[src/rtl/writeback_unit.sv]
`default_nettype none
// +------------------------------------------------------------------------+
// | writeback_unit: retires memory-stage instructions, completes LDR writes |
// | Revision: 1.0                                                          |
// +------------------------------------------------------------------------+
module writeback_unit #(
  parameter int LOAD_TIMEOUT = 15
) (
  input  logic        clk,
  input  logic        rst_n,
  input  logic [31:0] instr_in,
  input  logic        valid_in,
  input  logic        branch_in,
  input  logic        branch_ref,
  input  logic [31:0] mem_rdata,
  input  logic        mem_rvalid,
  output logic [3:0]  w_addr2,
  output logic [31:0] w_data2,
  output logic        w_en2,
  output logic        stall_out,
  output logic [31:0] instr_output,
  output logic [31:0] retired_count,
  output logic        load_err
);

  typedef enum logic [0:0] {
    S_IDLE = 1'b0,
    S_WAIT = 1'b1
  } state_t;

  localparam logic [7:0] TIMEOUT_LAST = 8'(LOAD_TIMEOUT - 1);

  state_t      state_q, state_d;
  logic [31:0] instr_q, instr_d;
  logic        valid_q, valid_d;
  logic [7:0]  cnt_q, cnt_d;
  logic [31:0] retired_count_q, retired_count_d;
  logic        load_err_q, load_err_d;
  logic        retire;
  logic        is_ldr;

  // opcode occupies [27:21]; opcode[6:3] maps to instr_q[27:24]
  assign is_ldr = valid_q && (instr_q[31:28] != 4'b1111) &&
                  ((instr_q[27:26] == 2'b11 && !instr_q[25]) ||
                   (instr_q[27:24] == 4'b1000));

  always_comb begin
    state_d    = state_q;
    cnt_d      = cnt_q;
    load_err_d = load_err_q;
    retire     = 1'b0;
    w_en2      = 1'b0;
    w_data2    = 32'd0;
    w_addr2    = instr_q[15:12];
    stall_out  = 1'b0;

    case (state_q)
      S_IDLE: begin
        if (is_ldr) begin
          if (mem_rvalid) begin
            w_en2   = 1'b1;
            w_data2 = mem_rdata;
            retire  = 1'b1;
          end else begin
            stall_out = 1'b1;
            state_d   = S_WAIT;
            cnt_d     = 8'd0;
          end
        end else if (valid_q) begin
          retire = 1'b1;
        end
      end
      S_WAIT: begin
        // a response arriving in the timeout cycle still completes the load
        if (mem_rvalid) begin
          w_en2   = 1'b1;
          w_data2 = mem_rdata;
          retire  = 1'b1;
          state_d = S_IDLE;
        end else if (cnt_q == TIMEOUT_LAST) begin
          load_err_d = 1'b1;
          retire     = 1'b1;
          state_d    = S_IDLE;
        end else begin
          stall_out = 1'b1;
          cnt_d     = cnt_q + 8'd1;
        end
      end
      default: state_d = S_IDLE;
    endcase

    retired_count_d = retired_count_q + {31'd0, retire};

    instr_d = instr_q;
    valid_d = valid_q;
    if (!stall_out) begin
      if (branch_in == branch_ref) begin
        instr_d = instr_in;
        valid_d = valid_in;
      end else begin
        instr_d = 32'd0;
        valid_d = 1'b0;
      end
    end
  end

  always_ff @(posedge clk or negedge rst_n) begin
    if (!rst_n) begin
      state_q         <= S_IDLE;
      instr_q         <= 32'd0;
      valid_q         <= 1'b0;
      cnt_q           <= 8'd0;
      retired_count_q <= 32'd0;
      load_err_q      <= 1'b0;
    end else begin
      state_q         <= state_d;
      instr_q         <= instr_d;
      valid_q         <= valid_d;
      cnt_q           <= cnt_d;
      retired_count_q <= retired_count_d;
      load_err_q      <= load_err_d;
    end
  end

  assign instr_output  = instr_q;
  assign retired_count = retired_count_q;
  assign load_err      = load_err_q;

endmodule
`default_nettype wire

[config.mk]
export PLATFORM = sky130hd
export DESIGN_NAME = writeback_unit
export DESIGN_NICKNAME = d
export VERILOG_FILES = /design/src/rtl/writeback_unit.sv
export SDC_FILE = /design/constraint.sdc
export NUM_CORES = 1
export LEC_CHECK = 0
export BUFFER_PORTS_ARGS = -buffer_cell sky130_fd_sc_hd__buf_4
export CELL_PAD_IN_SITES_DETAIL_PLACEMENT = 1
export CELL_PAD_IN_SITES_GLOBAL_PLACEMENT = 2
export CORE_ASPECT_RATIO = 2
export CORE_MARGIN = 2
export CORE_UTILIZATION = 29
export CTS_CLUSTER_DIAMETER = 100
export DETAILED_ROUTE_END_ITERATION = 8
export PLACE_DENSITY_LB_ADDON = 0.1
export SKIP_LAST_GASP = 1
export SLEW_MARGIN = 5
export SYNTH_ARGS = -nofsm -noshare
export SYNTH_HDL_FRONTEND = slang
export SYNTH_SLANG_ARGS = --single-unit
[constraint.sdc]
create_clock -name clk -period 5.2 [get_ports clk]
set_input_delay 0.26 -clock clk [delete_from_list [all_inputs] [get_ports clk]]
set_output_delay 0.26 -clock clk [all_outputs]
set_load 0.02 [all_outputs]
---- Word-level counts from Yosys, hierarchy flattened ----
Cells that the tools add are included.
word-level totals
  flip-flop bits (word level) ............. 75
  bits of input ports ..................... 70
  output and inout bits ................... 103
  word-level logic and storage cells ...... 49
cells by class
  add/subtract/negate cells ............... 2
  equality and inequality tests ........... 9
  multiplexer cells ....................... 23
  bitwise operators ....................... 2
  reduce and logical (&&, ||, !) cells .... 7
operators with widths
  operator               number
  $mux W32               3
  $pmux W32 S2           1
  $add A32 B1 Y32        1
  $mux W8                4
  $pmux W8 S2            1
  $mux W1                11
  $add A8 B1 Y8 const B  1
  $eq A8 B4 Y1 const B   1
  $ne A2 B2 Y1 const B   4
  $pmux W1 S2            3
  $eq A4 B4 Y1 const B   1
  $ne A4 B4 Y1 const B   1
  $reduce_and A4 Y1      1
  $logic_and A1 B1 Y1    3
  $reduce_and A3 Y1      1
  $eq A2 B2 Y1 const B   1
  $not A1 Y1             2
  $eq A1 B1 Y1           1
  $logic_not A1 Y1       1
  $logic_or A1 B1 Y1     1

---- Longest topological paths before layout ----
  word-level depth ........................ 7
  gate-level depth with buffers ........... 14
  mapped depth without buffers ............ 12

---- Worst setup path before layout ----
OpenSTA, ideal clock, no wires.
  kind .................................... reg-to-reg
  from .................................... register cnt_q[4]
  to ...................................... register retired_count_q[26] (netlist: retired_count[26])
  library setup time ...................... 0.130 ns
  data arrival time ....................... 2.882 ns
  data required time ...................... 5.070 ns
  setup slack ............................. 2.187 ns
  cell stages (with the launch flop) ...... 13
  path buffers ............................ 2
  period minus slack after synthesis ...... 3.013 ns
  cell sequence ........................... dfrtp_1 or3_4 o21ai_4 o41ai_2 buf_6 buf_4 nor2_1 ha_1 ha_1 and4_1 nor4b_2 nand4_1 xnor2_1
between the ends
  word-level cells in the longest chain between the ends .. 5
RTL lines
  element                  RTL line  RTL
  start, declared          36        logic [7:0] cnt_q, cnt_d;
  start signal, assigned   119       cnt_q <= cnt_d;
  $eq A8 B4 Y1             80        end else if (cnt_q == TIMEOUT_LAST) begin
  $mux W1                  80
  $mux W1                  75        if (mem_rvalid) begin
  $pmux W1 S2              57        case (state_q)
  $add A32 B1 Y32          92        retired_count_d = retired_count_q + {31'd0, retire};
  via retired_count_d[26]  37        logic [31:0] retired_count_q, retired_count_d;
  end signal, assigned     120       retired_count_q <= retired_count_d;
  end, declared            37
The timed path passes the listed nets, and every way through them passes these cells.
A chain may end at the register's enable or synchronous reset.

---- Worst setup path in the final report ----
  from .................................... register cnt_q[0]
  to ...................................... register retired_count_q[26] (netlist: retired_count[26])
Same word-level chain as after synthesis.

==> flow_summary.json <==
{
  "outcome": "completed",
  "drcViolationCount": 0,
  "cpMaxStageDelayCell": "nor4b_2",
  "timing.rr.end": "retired_count[26]$_DFF_PN0_",
  "max_slew_margin_pct": 35.4,
  "path_buf_inv": 1,
  "ys.flop_type": "dfrtp_1",
  "dr.first_iter.drc_count": 62,
  "synth_compound_area_share_pct": 4.28,
  "die_w_um": 85.0,
  "ant_nets": 0,
  "timing.final.crit_period_ns": 3.22,
  "synthTopCellsByArea": "dfrtp_1 49%, mux2i_1 8.4%, and2_1 5.8%",
  "syn-cell-area_um2": 3800,
  "syn2layout_area_growth_pct": 45.7,
  "clk_latency_ns": 0.34,
  "cts_buffer_depth": 2,
  "endpoint_kind": "flip-flop",
  "wirelength_um": 11700,
  "finalCritPeriodShare_pct": 61.8,
  "antenna_found_initial": 0,
  "yosysMostFrequentCell": "dfrtp_1",
  "final_util_pct": 42.9,
  "synthAdderAreaFrac_pct": 1.65,
  "fin_skew_ns": 0.00881,
  "async_reset_ff_share_pct": 100,
  "synthCells": 371,
  "portBuffers": 172,
  "ys_seq_area_share_pct": 49.4,
  "cts_hold_buf": 0,
  "wl_per_cell_um": 16.8,
  "arrival_ns": 3.43,
  "synth_mux_area_share_pct": 8.42,
  "p_leak_uw": 0.00275,
  "grt_use_total_pct": 17.2,
  "synth_cell_types": 42,
  "synth_edf_count": 0,
  "die_y_um": 166,
  "critPathKind": "reg -> reg",
  "diodes": 0,
  "synth_xor_area_share_pct": 7.14,
  "power_uw": 1910,
  "critPathMaxStageDelay_ns": 0.51,
  "grt_overflow": 0,
  "syn_nets": 446,
  "core_um2": 12900,
  "synth_top_area_share_pct": 49.4,
  "worstMarginPinSlew_ns": 0.968,
  "drive_gt1_share_pct": 36.7,
  "setup.worst_path.end": "retired_count[26]$_DFF_PN0_",
  "cpMostUsedCell": "ha_1",
  "htree_levels": 3,
  "max-vdd-ir-drop_uv": 197,
  "grt_pass1_vias": 3623,
  "path_clk_slew_ns": 0.06,
  "start_util_pct": 29.4,
  "p_comb_share_pct": 20.5,
  "internal_power_uw": 1370,
  "setup_violations": 0,
  "dr.pass1.iters": 4,
  "root_buffer": "clkbuf_16",
  "crit_family": "simple AND/OR/NAND/NOR gates",
  "r2r_start": "cnt_q[0]$_DFFE_PN0P_",
  "switchingPower_uw": 544,
  "die_area_um2": 14100,
  "synthSimpleGateAreaFrac_pct": 21.3,
  "rows": 59,
  "pwr-share-seq_pct": 39.4,
  "ys_ff_latch": 75,
  "synth_top_family_by_area": "simple AND/OR/NAND/NOR gates",
  "ys_top_cells_by_count": "75 x dfrtp_1, 48 x nand2_1, 40 x inv_1",
  "switching_share_pct": 28.4,
  "cp_max_fo": 7,
  "cts_tree": "done",
  "nFillCells": 1479,
  "hpwl_um": 8990,
  "p_per_area_nw_per_um2": 345,
  "clkPwrFrac_pct": 40.1,
  "post_cts_buffers": 0,
  "vias": 3269,
  "yosysWarnings": 0,
  "required_ns": 5.41,
  "fmax_mhz": 311,
  "maxSlewViolCount": 0,
  "start_kind": "flip-flop",
  "place_congestion": 0.845,
  "ff2ff_setup_slack_ns": 1.98,
  "startpoint": "cnt_q[0]$_DFFE_PN0P_",
  "cp.depth": 12,
  "rsz0062_at_grt": "false",
  "cts_resized": 0,
  "grt_max_degree": 76,
  "grt_first_pass_wirelength_um": 19000,
  "finalHoldViolations": 0,
  "hold-worst-slack_ns": 0.0741,
  "hold_path_class": "in -> async",
  "setup_tns_ns": 0,
  "layout.nets": 613,
  "synth_top_area_cell": "dfrtp_1",
  "clkSinkCount": 75,
  "ioPinCount": 173,
  "avgViaCountPerCell": 4.71,
  "numCtsBuffers": 9,
  "ff2ff_path_depth": 12,
  "avgSynthCellArea_um2": 10.2,
  "drv_cap": 0,
  "crit_chain": "inv_1, ha_1, nand4b_1, o21ai_4, o41ai_4, nor2_1, ha_1, ha_1, and4_1, nor4b_2, nand4_1, xnor2_1"
}
cell usage in the layout, fill, tap and decap left out, types with 3 or more instances in the layout:
cell type,Yosys,layout
and3_1,7,7
dfrtp_1,75,75
bufinv_16,0,4
nor3_1,3,3
clkbuf_16,0,9
xnor2_1,24,23
nand4_1,14,14
nor2_1,10,10
and2_1,35,35
inv_1,40,40
ha_1,5,5
xor2_1,7,7
nand3_1,16,16
and4_1,5,5
nand4b_1,3,3
buf_4,5,175
nand2_1,48,48
mux2i_1,32,32
power groups by stage:
stage / Sequential [µW] / Clock [µW] / Combinational, µW
2_1_floorplan: 797 / 0 / 166
3_3_place_gp: 756 / 0 / 391
3_5_place_dp: 763 / 0 / 400
4_1_cts: 755 / 788 / 402
5_1_grt: 768 / 811 / 431
6_report: 754 / 768 / 392
registers in the layout (all words and copies together) (netlist names):
signal and count:
retired_count 32, instr_output 32, valid_q 1, cnt_q 8, state_q 1, load_err 1
cell type report:
type	instances	area, µm²	area share (%)
Clock buffer	10	239	4.31
Clock inverter	5	125	2.26
Inverter	40	150	2.71
Multi-Input combinational cell	237	1650	29.7
Sequential cell	75	1880	33.9
Tap cell	152	190	3.43
Timing Repair Buffer	175	1310	23.7
layer usage:
metal	part of all wire, %	global-route usage, %
met5	0	0
met1	35	17.8
met2	56	31.1
met4	3.4	7.59
met3	5.2	5.12
worst register-to-register path, delay by kind of cell, from the launching register on:
kind	cells	cell delay, ns
simple gates	5	1.40
fa+ha+maj	3	0.53
flops	1	0.42
xor+xnor	1	0.17
compound gates	2	0.46
buf+inv	1	0.11
through the flow:
stage / worst slack, ns / instance area, µm² / instances
after floorplan: 2.19 / 3800 / 371
after global placement: 2.16 / 5180 / 679
after detailed placement: 1.97 / 5180 / 679
after CTS: 1.94 / 5540 / 694
after global routing: 1.68 / 5540 / 694
final: 1.98 / 5540 / 694
logic make-up (layout without fill, tap and decap cells):
| group | count (synthesis) | in the layout |
|---|---|---|
| DFF | 75 | 75 |
| AOI/OAI and AO/OA | 18 | 18 |
| muxes | 32 | 32 |
| adders and majority gates | 5 | 5 |
| and+or+nand+nor | 151 | 151 |
| xor gates and xnor gates | 31 | 31 |
| buffers and inverters | 59 | 230 |
how the worst min path moves through the flow:
stage | cells past startpoint | endpoint | slack (ns) | from
finish | 1 | retired_count[11]$_DFF_PN0_ | 0.07 | rst_n
floorplan | 0 | cnt_q[0]$_DFFE_PN0P_ | -0.04 | rst_n
global route | 1 | retired_count[11]$_DFF_PN0_ | 0.16 | rst_n
global placement | 1 | load_err$_DFFE_PN0P_ | 0.45 | load_err$_DFFE_PN0P_
CTS | 1 | retired_count[11]$_DFF_PN0_ | 0.13 | rst_n
detailed placement | 1 | load_err$_DFFE_PN0P_ | 0.46 | load_err$_DFFE_PN0P_
No activity file was read; power rests on OpenSTA's default activity.
